[src/rtl/rv_fetch_unit_if.sv]
// Fetch-unit bus: instruction-memory request/response plus the IF/ID handoff.
// master = fetch unit side, slave = memory/decode/branch side.
interface rv_fetch_unit_if #(
   parameter int PC_W     = 9,
   parameter int INS_W    = 32,
   parameter int FQ_DEPTH = 4
);
   logic                          imem_req;
   logic [PC_W-1:0]               imem_addr;
   logic [INS_W-1:0]              imem_rdata;
   logic                          redirect_valid;
   logic [PC_W-1:0]               redirect_pc;
   logic                          id_ready;
   logic                          id_valid;
   logic [PC_W-1:0]               id_pc;
   logic [INS_W-1:0]              id_instr;
   logic [$clog2(FQ_DEPTH):0]     fq_count;

   // id_valid/id_ready: head instruction transfers on a cycle where both are 1;
   // id_valid never depends on id_ready, and a redirect overrides any transfer.
   modport master (
      output imem_req, imem_addr, id_valid, id_pc, id_instr, fq_count,
      input  imem_rdata, redirect_valid, redirect_pc, id_ready
   );

   modport slave (
      input  imem_req, imem_addr, id_valid, id_pc, id_instr, fq_count,
      output imem_rdata, redirect_valid, redirect_pc, id_ready
   );
endinterface

[src/rtl/rv_fetch_unit.sv]
// RV32I fetch front end: PC generator, single outstanding fetch to a 1-cycle
// instruction memory, and an FQ_DEPTH-entry prefetch queue feeding IF/ID.
module rv_fetch_unit #(
   parameter int              PC_W     = 9,
   parameter int              INS_W    = 32,
   parameter int              FQ_DEPTH = 4,
   parameter logic [PC_W-1:0] RESET_PC = '0
) (
   input  logic            clk,
   input  logic            reset,
   rv_fetch_unit_if.master bus
);
   localparam int PTR_W = $clog2(FQ_DEPTH);
   localparam int CNT_W = PTR_W + 1;

   logic [PC_W-1:0]  r_fpc;
   logic [PC_W-1:0]  r_inflight_pc;
   logic             r_inflight;
   logic [CNT_W-1:0] r_count;
   logic [PTR_W-1:0] r_rd_ptr;
   logic [PTR_W-1:0] r_wr_ptr;
   logic [PC_W-1:0]  r_q_pc    [FQ_DEPTH];
   logic [INS_W-1:0] r_q_instr [FQ_DEPTH];

   logic [CNT_W:0]   w_occupancy;
   logic             w_issue;
   logic             w_push;
   logic             w_pop;
   logic             w_valid;

   // Occupancy counts the in-flight fetch so a returning word always has a slot;
   // a same-cycle pop is deliberately not credited.
   assign w_occupancy = {1'b0, r_count} + {{CNT_W{1'b0}}, r_inflight};
   assign w_issue     = !reset && !bus.redirect_valid &&
                        (w_occupancy < (CNT_W+1)'(FQ_DEPTH));
   assign w_push      = r_inflight && !bus.redirect_valid;
   assign w_valid     = (r_count != '0);
   assign w_pop       = w_valid && bus.id_ready && !bus.redirect_valid;

   assign bus.imem_req  = w_issue;
   assign bus.imem_addr = r_fpc;
   assign bus.id_valid  = w_valid;
   assign bus.id_pc     = w_valid ? r_q_pc[r_rd_ptr]    : '0;
   assign bus.id_instr  = w_valid ? r_q_instr[r_rd_ptr] : '0;
   assign bus.fq_count  = r_count;

   always_ff @(posedge clk) begin
      if (reset) begin
         r_fpc         <= RESET_PC;
         r_inflight    <= 1'b0;
         r_inflight_pc <= '0;
         r_count       <= '0;
         r_rd_ptr      <= '0;
         r_wr_ptr      <= '0;
      end else if (bus.redirect_valid) begin
         r_fpc      <= {bus.redirect_pc[PC_W-1:2], 2'b00};
         r_inflight <= 1'b0;
         r_count    <= '0;
         r_rd_ptr   <= '0;
         r_wr_ptr   <= '0;
      end else begin
         if (w_issue) begin
            r_fpc         <= r_fpc + PC_W'(4);
            r_inflight_pc <= r_fpc;
         end
         r_inflight <= w_issue;
         if (w_push) r_wr_ptr <= r_wr_ptr + 1'b1;
         if (w_pop)  r_rd_ptr <= r_rd_ptr + 1'b1;
         if (w_push && !w_pop)      r_count <= r_count + 1'b1;
         else if (!w_push && w_pop) r_count <= r_count - 1'b1;
      end
   end

   // Queue storage carries no reset; entries are only visible through r_count.
   always_ff @(posedge clk) begin
      if (!reset && w_push) begin
         r_q_pc[r_wr_ptr]    <= r_inflight_pc;
         r_q_instr[r_wr_ptr] <= bus.imem_rdata;
      end
   end

   always @(posedge clk) begin
      if (!reset && w_push) begin
         a_no_push_when_full: assert (r_count < CNT_W'(FQ_DEPTH));
      end
   end
endmodule
[src/flat_wrapper.sv]
// flat-port wrapper written by rule: the top's interface ports become plain ports
module rv_fetch_unit_flat 
#(
   parameter int              PC_W     = 9,
   parameter int              INS_W    = 32,
   parameter int              FQ_DEPTH = 4,
   parameter logic [PC_W-1:0] RESET_PC = '0
)
  (clk, reset, bus_imem_req, bus_imem_addr, bus_id_valid, bus_id_pc, bus_id_instr, bus_fq_count, bus_imem_rdata, bus_redirect_valid, bus_redirect_pc, bus_id_ready);
  rv_fetch_unit_if #(.PC_W(PC_W), .INS_W(INS_W), .FQ_DEPTH(FQ_DEPTH)) bus_i ();
  input  logic clk;
  input  logic reset;
  output wire logic [$bits(bus_i.imem_req)-1:0] bus_imem_req;
  output wire logic [$bits(bus_i.imem_addr)-1:0] bus_imem_addr;
  output wire logic [$bits(bus_i.id_valid)-1:0] bus_id_valid;
  output wire logic [$bits(bus_i.id_pc)-1:0] bus_id_pc;
  output wire logic [$bits(bus_i.id_instr)-1:0] bus_id_instr;
  output wire logic [$bits(bus_i.fq_count)-1:0] bus_fq_count;
  input wire logic [$bits(bus_i.imem_rdata)-1:0] bus_imem_rdata;
  input wire logic [$bits(bus_i.redirect_valid)-1:0] bus_redirect_valid;
  input wire logic [$bits(bus_i.redirect_pc)-1:0] bus_redirect_pc;
  input wire logic [$bits(bus_i.id_ready)-1:0] bus_id_ready;
  assign bus_imem_req = bus_i.imem_req;
  assign bus_imem_addr = bus_i.imem_addr;
  assign bus_id_valid = bus_i.id_valid;
  assign bus_id_pc = bus_i.id_pc;
  assign bus_id_instr = bus_i.id_instr;
  assign bus_fq_count = bus_i.fq_count;
  assign bus_i.imem_rdata = bus_imem_rdata;
  assign bus_i.redirect_valid = bus_redirect_valid;
  assign bus_i.redirect_pc = bus_redirect_pc;
  assign bus_i.id_ready = bus_id_ready;
  rv_fetch_unit #(.PC_W(PC_W), .INS_W(INS_W), .FQ_DEPTH(FQ_DEPTH), .RESET_PC(RESET_PC)) u_core (.clk(clk), .reset(reset), .bus(bus_i));
endmodule
[config.mk]
export PLATFORM = sky130hd
export DESIGN_NAME = rv_fetch_unit_flat
export DESIGN_NICKNAME = d
export VERILOG_FILES = /design/src/rtl/rv_fetch_unit_if.sv /design/src/rtl/rv_fetch_unit.sv /design/src/flat_wrapper.sv
export SDC_FILE = /design/constraint.sdc
export NUM_CORES = 1
export LEC_CHECK = 0
export ABC_AREA = 1
export CAP_MARGIN = 20
export CORE_MARGIN = 1
export CORE_UTILIZATION = 48
export DETAILED_ROUTE_END_ITERATION = 8
export PLACE_DENSITY = 0.82
export SETUP_SLACK_MARGIN = 0.02
export SYNTH_ARGS = -nofsm -noshare
export SYNTH_HDL_FRONTEND = slang
export SYNTH_SLANG_ARGS = --single-unit
[constraint.sdc]
create_clock -name clk -period 8.72 [get_ports clk]
set_input_delay 1.744 -clock clk [delete_from_list [all_inputs] [get_ports clk]]
set_output_delay 1.744 -clock clk [all_outputs]
set_load 0.02 [all_outputs]
==> out/results.txt <==
The routing layer with the top usage in global route is met2. The number of placed instances, taps included, is 876. After synthesis, flip-flops and latches occupy 71.6% of the total area. The flow ran to the end, and the final reports show no timing, DRC or antenna violations.

The sum of overflow across all layers after global routing is 0. At the worst endpoint, the arrival time is 3700 ps. The overall die area is 15,500 sq um, and the fraction of layout instances using a drive strength above 1 is 6.07%. Once the clock tree was built, the resizer swapped 0 gates to a different size. Buffers inserted during clock tree synthesis total 17.

The critical path goes through clkdlybuf4s50_1 -> nor2_4 -> nand2_2 -> nor2_4 -> clkdlybuf4s50_1. The met1 demand-to-capacity share in global routing is 24.4%, and the delay of the slowest critical-path stage is 670 ps. The final layout contains 764 nets. The area growth from synthesis to layout was 22.8%. Max-cap violations in this run came to 0. The global routing usage on met3 was 5.46%. The starting DRC count in detailed routing is 385. The H-tree was split into 4 levels. The tools report the number of hold-slack violations in the final timing report as 0. The count of nets left with antenna violations once routing finished came out at 0. The total setup buffers inserted after CTS is 0. The logs give 33.4% for the met2 usage in global routing and 27 for the count of distinct cell types in the synthesized netlist.

The setup TNS after final layout was 0 ps; the post-synthesis async set-or-reset flop share was 0%. The CTS sink count was 180. The post-DP HPWL was 8320 um; the fraction of the mapped netlist area in simple logic gates was 12.5%. The wire length of the first global-routing pass was 24,100 um; the number of buffers on the longest clock path was 2. For this design the top-level I/O count stands at 100. The tools report the length of the first detailed-routing pass in iterations as 5. Setup repair after global routing left no endpoint under its margin. From left edge to right edge, the die measures 125 um. The run gives 0 as the number of hold-repair buffers added at the cts stage.

The number of enable-type register cells in the synthesized netlist came out at 156. The run gives 14,600 sq um as the floorplan core area. The cell area that synthesis handed to floorplanning was 7210 sq um. The final critical path takes up 62.4% of the cycle. The largest net degree at the start of global routing was 80; the shortest period the worst path allows was 5440 ps. Sequential cells account for 53.6% of the total power. The post-detailed-route via-to-cell ratio came out at 5.41. The number of register bits inferred by synthesis is 180, and the overall routing resource usage is 20.0%. The worst hold path belongs to the class reg -> reg. The tools report the via count of the first global-routing pass as 4,902.

The switching share of total power was 20.7%. For the effective utilization at floorplan, the log shows 49.4%. The via total after detailed routing was 4,916. For the final routed DRC violation total, the log shows 0. The worst setup path is captured at a primary output.

The overall power consumption was 1.78 mW; the number of diodes added for antenna fixing was 0. After synthesis, the largest family of logic cells by area is simple AND/OR/NAND/NOR gates. For the number of pins exceeding their max-slew limit in the final report, the log shows 0.

The xor and xnor area share after synthesis was 0.607%. Among all stages on the critical path, the largest delay is contributed by clkdlybuf4s50_1. After detailed routing, the total wire length is 15,000 um.

Setup violations remaining at the end of the flow were counted as 0. The number of cells produced by synthesis was 625. The run gives 6.4% as the proportion of power drawn by combinational gates. The tools report the initial antenna violation count as 0. The floorplan has 44 rows.

For this run, the number of Yosys warnings is 0. Fill cells in the final layout number 1,084. Tightest slew margin relative to the limit: 34.7%. Data on the critical path is required at its endpoint by 6980 ps. The clock tree skew after final layout is 8.99 ps.

For the maximum achievable frequency, the log shows 0.184 GHz. Startpoint-to-endpoint class of the critical path: in -> out. At the pin with the least slew margin, the transition time is 980 ps. The compound-gate portion of the synthesized area is 10.0%, and the average wire per cell in the routed design is 16.5 um. Buffers placed on the I/O ports in this run total 93. The mux contribution to synthesized area is 0%, and the net switching power is 0.368 mW. After Yosys synthesis, full adders, half adders and majority gates account for 1.32% of the synthesized area. Among all flip-flop cells after synthesis, the most frequent one is edfxtp_1. After clock tree synthesis, the clock-pin slew on the worst setup and hold paths is 60 ps. In this run the static leakage power is 3.04 nW.

VDD sags by at most 0.125 mV. Clock tree synthesis selected as its root buffer the cell clkbuf_16. The height of the chip was 125 um; the share of total power in the clock network was 40.0%. TritonCTS built the clock tree.

The worst setup path is launched from a primary input. For this run, the number of standard cells in the final layout without fillers is 909. In this run the power density over the cells is 201 nW/um^2. Cell internal power was estimated by the tool at 1.41 mW.

The synthesized area per cell was 11.5 sq um. At the later pin of the worst-skew pair, clock insertion delay measures 420 ps. The global placement routability congestion was 0.878.

Along the worst path, the maximum fanout reaches 14.
cell families after synthesis:
family / after synthesis
compound gates: 144
xor+xnor: 5
fa+ha+maj: 7
buf+inv: 61
flops: 180
other cells: 1
simple gates: 227
layer usage:
metal	up-vias	wire length [um]	share of wire, %
met3	29	925	6.2
met4	0	298	2.0
met2	171	7610	51
met1	2385	6200	41
met5	-	0	0
li1	2331	-	-
stage by stage:
stage	area [sq um]	hold slack, ps	worst slack, ps	utilization [%]
2_1_floorplan	7220	455	4480	-
3_3_place_gp	8280	471	3300	56.8
3_5_place_dp	8280	492	3290	56.8
4_1_cts	8830	510	3270	60.6
5_1_grt	8850	529	3160	60.7
6_report	8850	502	3280	60.7
final timing paths:
check | depth (start not counted) | from | to | slack, ps
setup reg to reg | 10 | u_core.bus.fq_count[2] | u_core.bus.fq_count[2] | 6730
setup / recovery | 5 | bus_redirect_valid | bus_imem_req | 3280
hold / removal | 2 | u_core.r_rd_ptr[1] | register | 500
hold reg to reg | 2 | u_core.r_rd_ptr[1] | register | 500
cells in the final DEF (no fill, tap or decap), types with 7 or more instances in the layout:
| master | Yosys | final |
|---|---|---|
| nand2_1 | 23 | 23 |
| edfxtp_1 | 156 | 156 |
| dfxtp_1 | 24 | 22 |
| inv_1 | 23 | 23 |
| clkdlybuf4s50_1 | 0 | 93 |
| clkbuf_16 | 0 | 17 |
| a21oi_1 | 50 | 50 |
| o21ai_0 | 91 | 91 |
| nor2_1 | 182 | 178 |
| nand3_1 | 16 | 16 |
| buf_4 | 5 | 7 |
critical path, delay by kind of cell:
kind / cells / cell delay (ps)
buffers and inverters: 2 / 1280
AND/OR/NAND/NOR: 3 / 670
flip-flops by register name, summed over array words and instances (netlist names), named ones only:
| name | count |
|---|---|
| u_core.r_q_pc | 28 |
| u_core.r_wr_ptr | 2 |
| u_core.r_rd_ptr | 2 |
| u_core.r_inflight_pc | 7 |
| u_core.r_inflight | 1 |
| u_core.bus.imem_addr | 7 |
| u_core.bus.fq_count | 3 |
| u_core.r_q_instr | 128 |
synth_stat cells, types with 2 or more instances:
master / number / area, sq um
buf_4: 5 / 37.5
dfxtp_1: 24 / 480
inv_1: 23 / 86.3
clkbuf_1: 14 / 52.6
nor2_1: 182 / 683
nand3_1: 16 / 80.1
ha_1: 6 / 75.1
nand2_1: 23 / 86.3
buf_2: 14 / 70.1
edfxtp_1: 156 / 4680
o21ai_0: 91 / 455
nor2_4: 2 / 22.5
xor2_1: 4 / 35.0
nand4_1: 2 / 12.5
a21oi_1: 50 / 250
buf_6: 2 / 22.5
power by group through the flow:
| stage | Clock [mW] | Sequential, mW | Combinational, mW |
|---|---|---|---|
| 2_1_floorplan | 0 | 0.973 | 0.0527 |
| 3_3_place_gp | 0 | 0.971 | 0.112 |
| 3_5_place_dp | 0 | 0.972 | 0.114 |
| 4_1_cts | 0.722 | 0.953 | 0.115 |
| 5_1_grt | 0.760 | 0.954 | 0.125 |
| 6_report | 0.711 | 0.954 | 0.115 |
final cells by class:
class | instances | area (sq um) | area share, %
sequential | 180 | 5170 | 58.4
inverter | 25 | 93.8 | 1.06
clock inverter | 12 | 114 | 1.29
timing repair buffer | 101 | 1000 | 11.3
clock buffer | 20 | 437 | 4.93
tap | 184 | 230 | 2.60
multi-input combinational | 387 | 1810 | 20.4
Power figures use the tool's default switching activity.
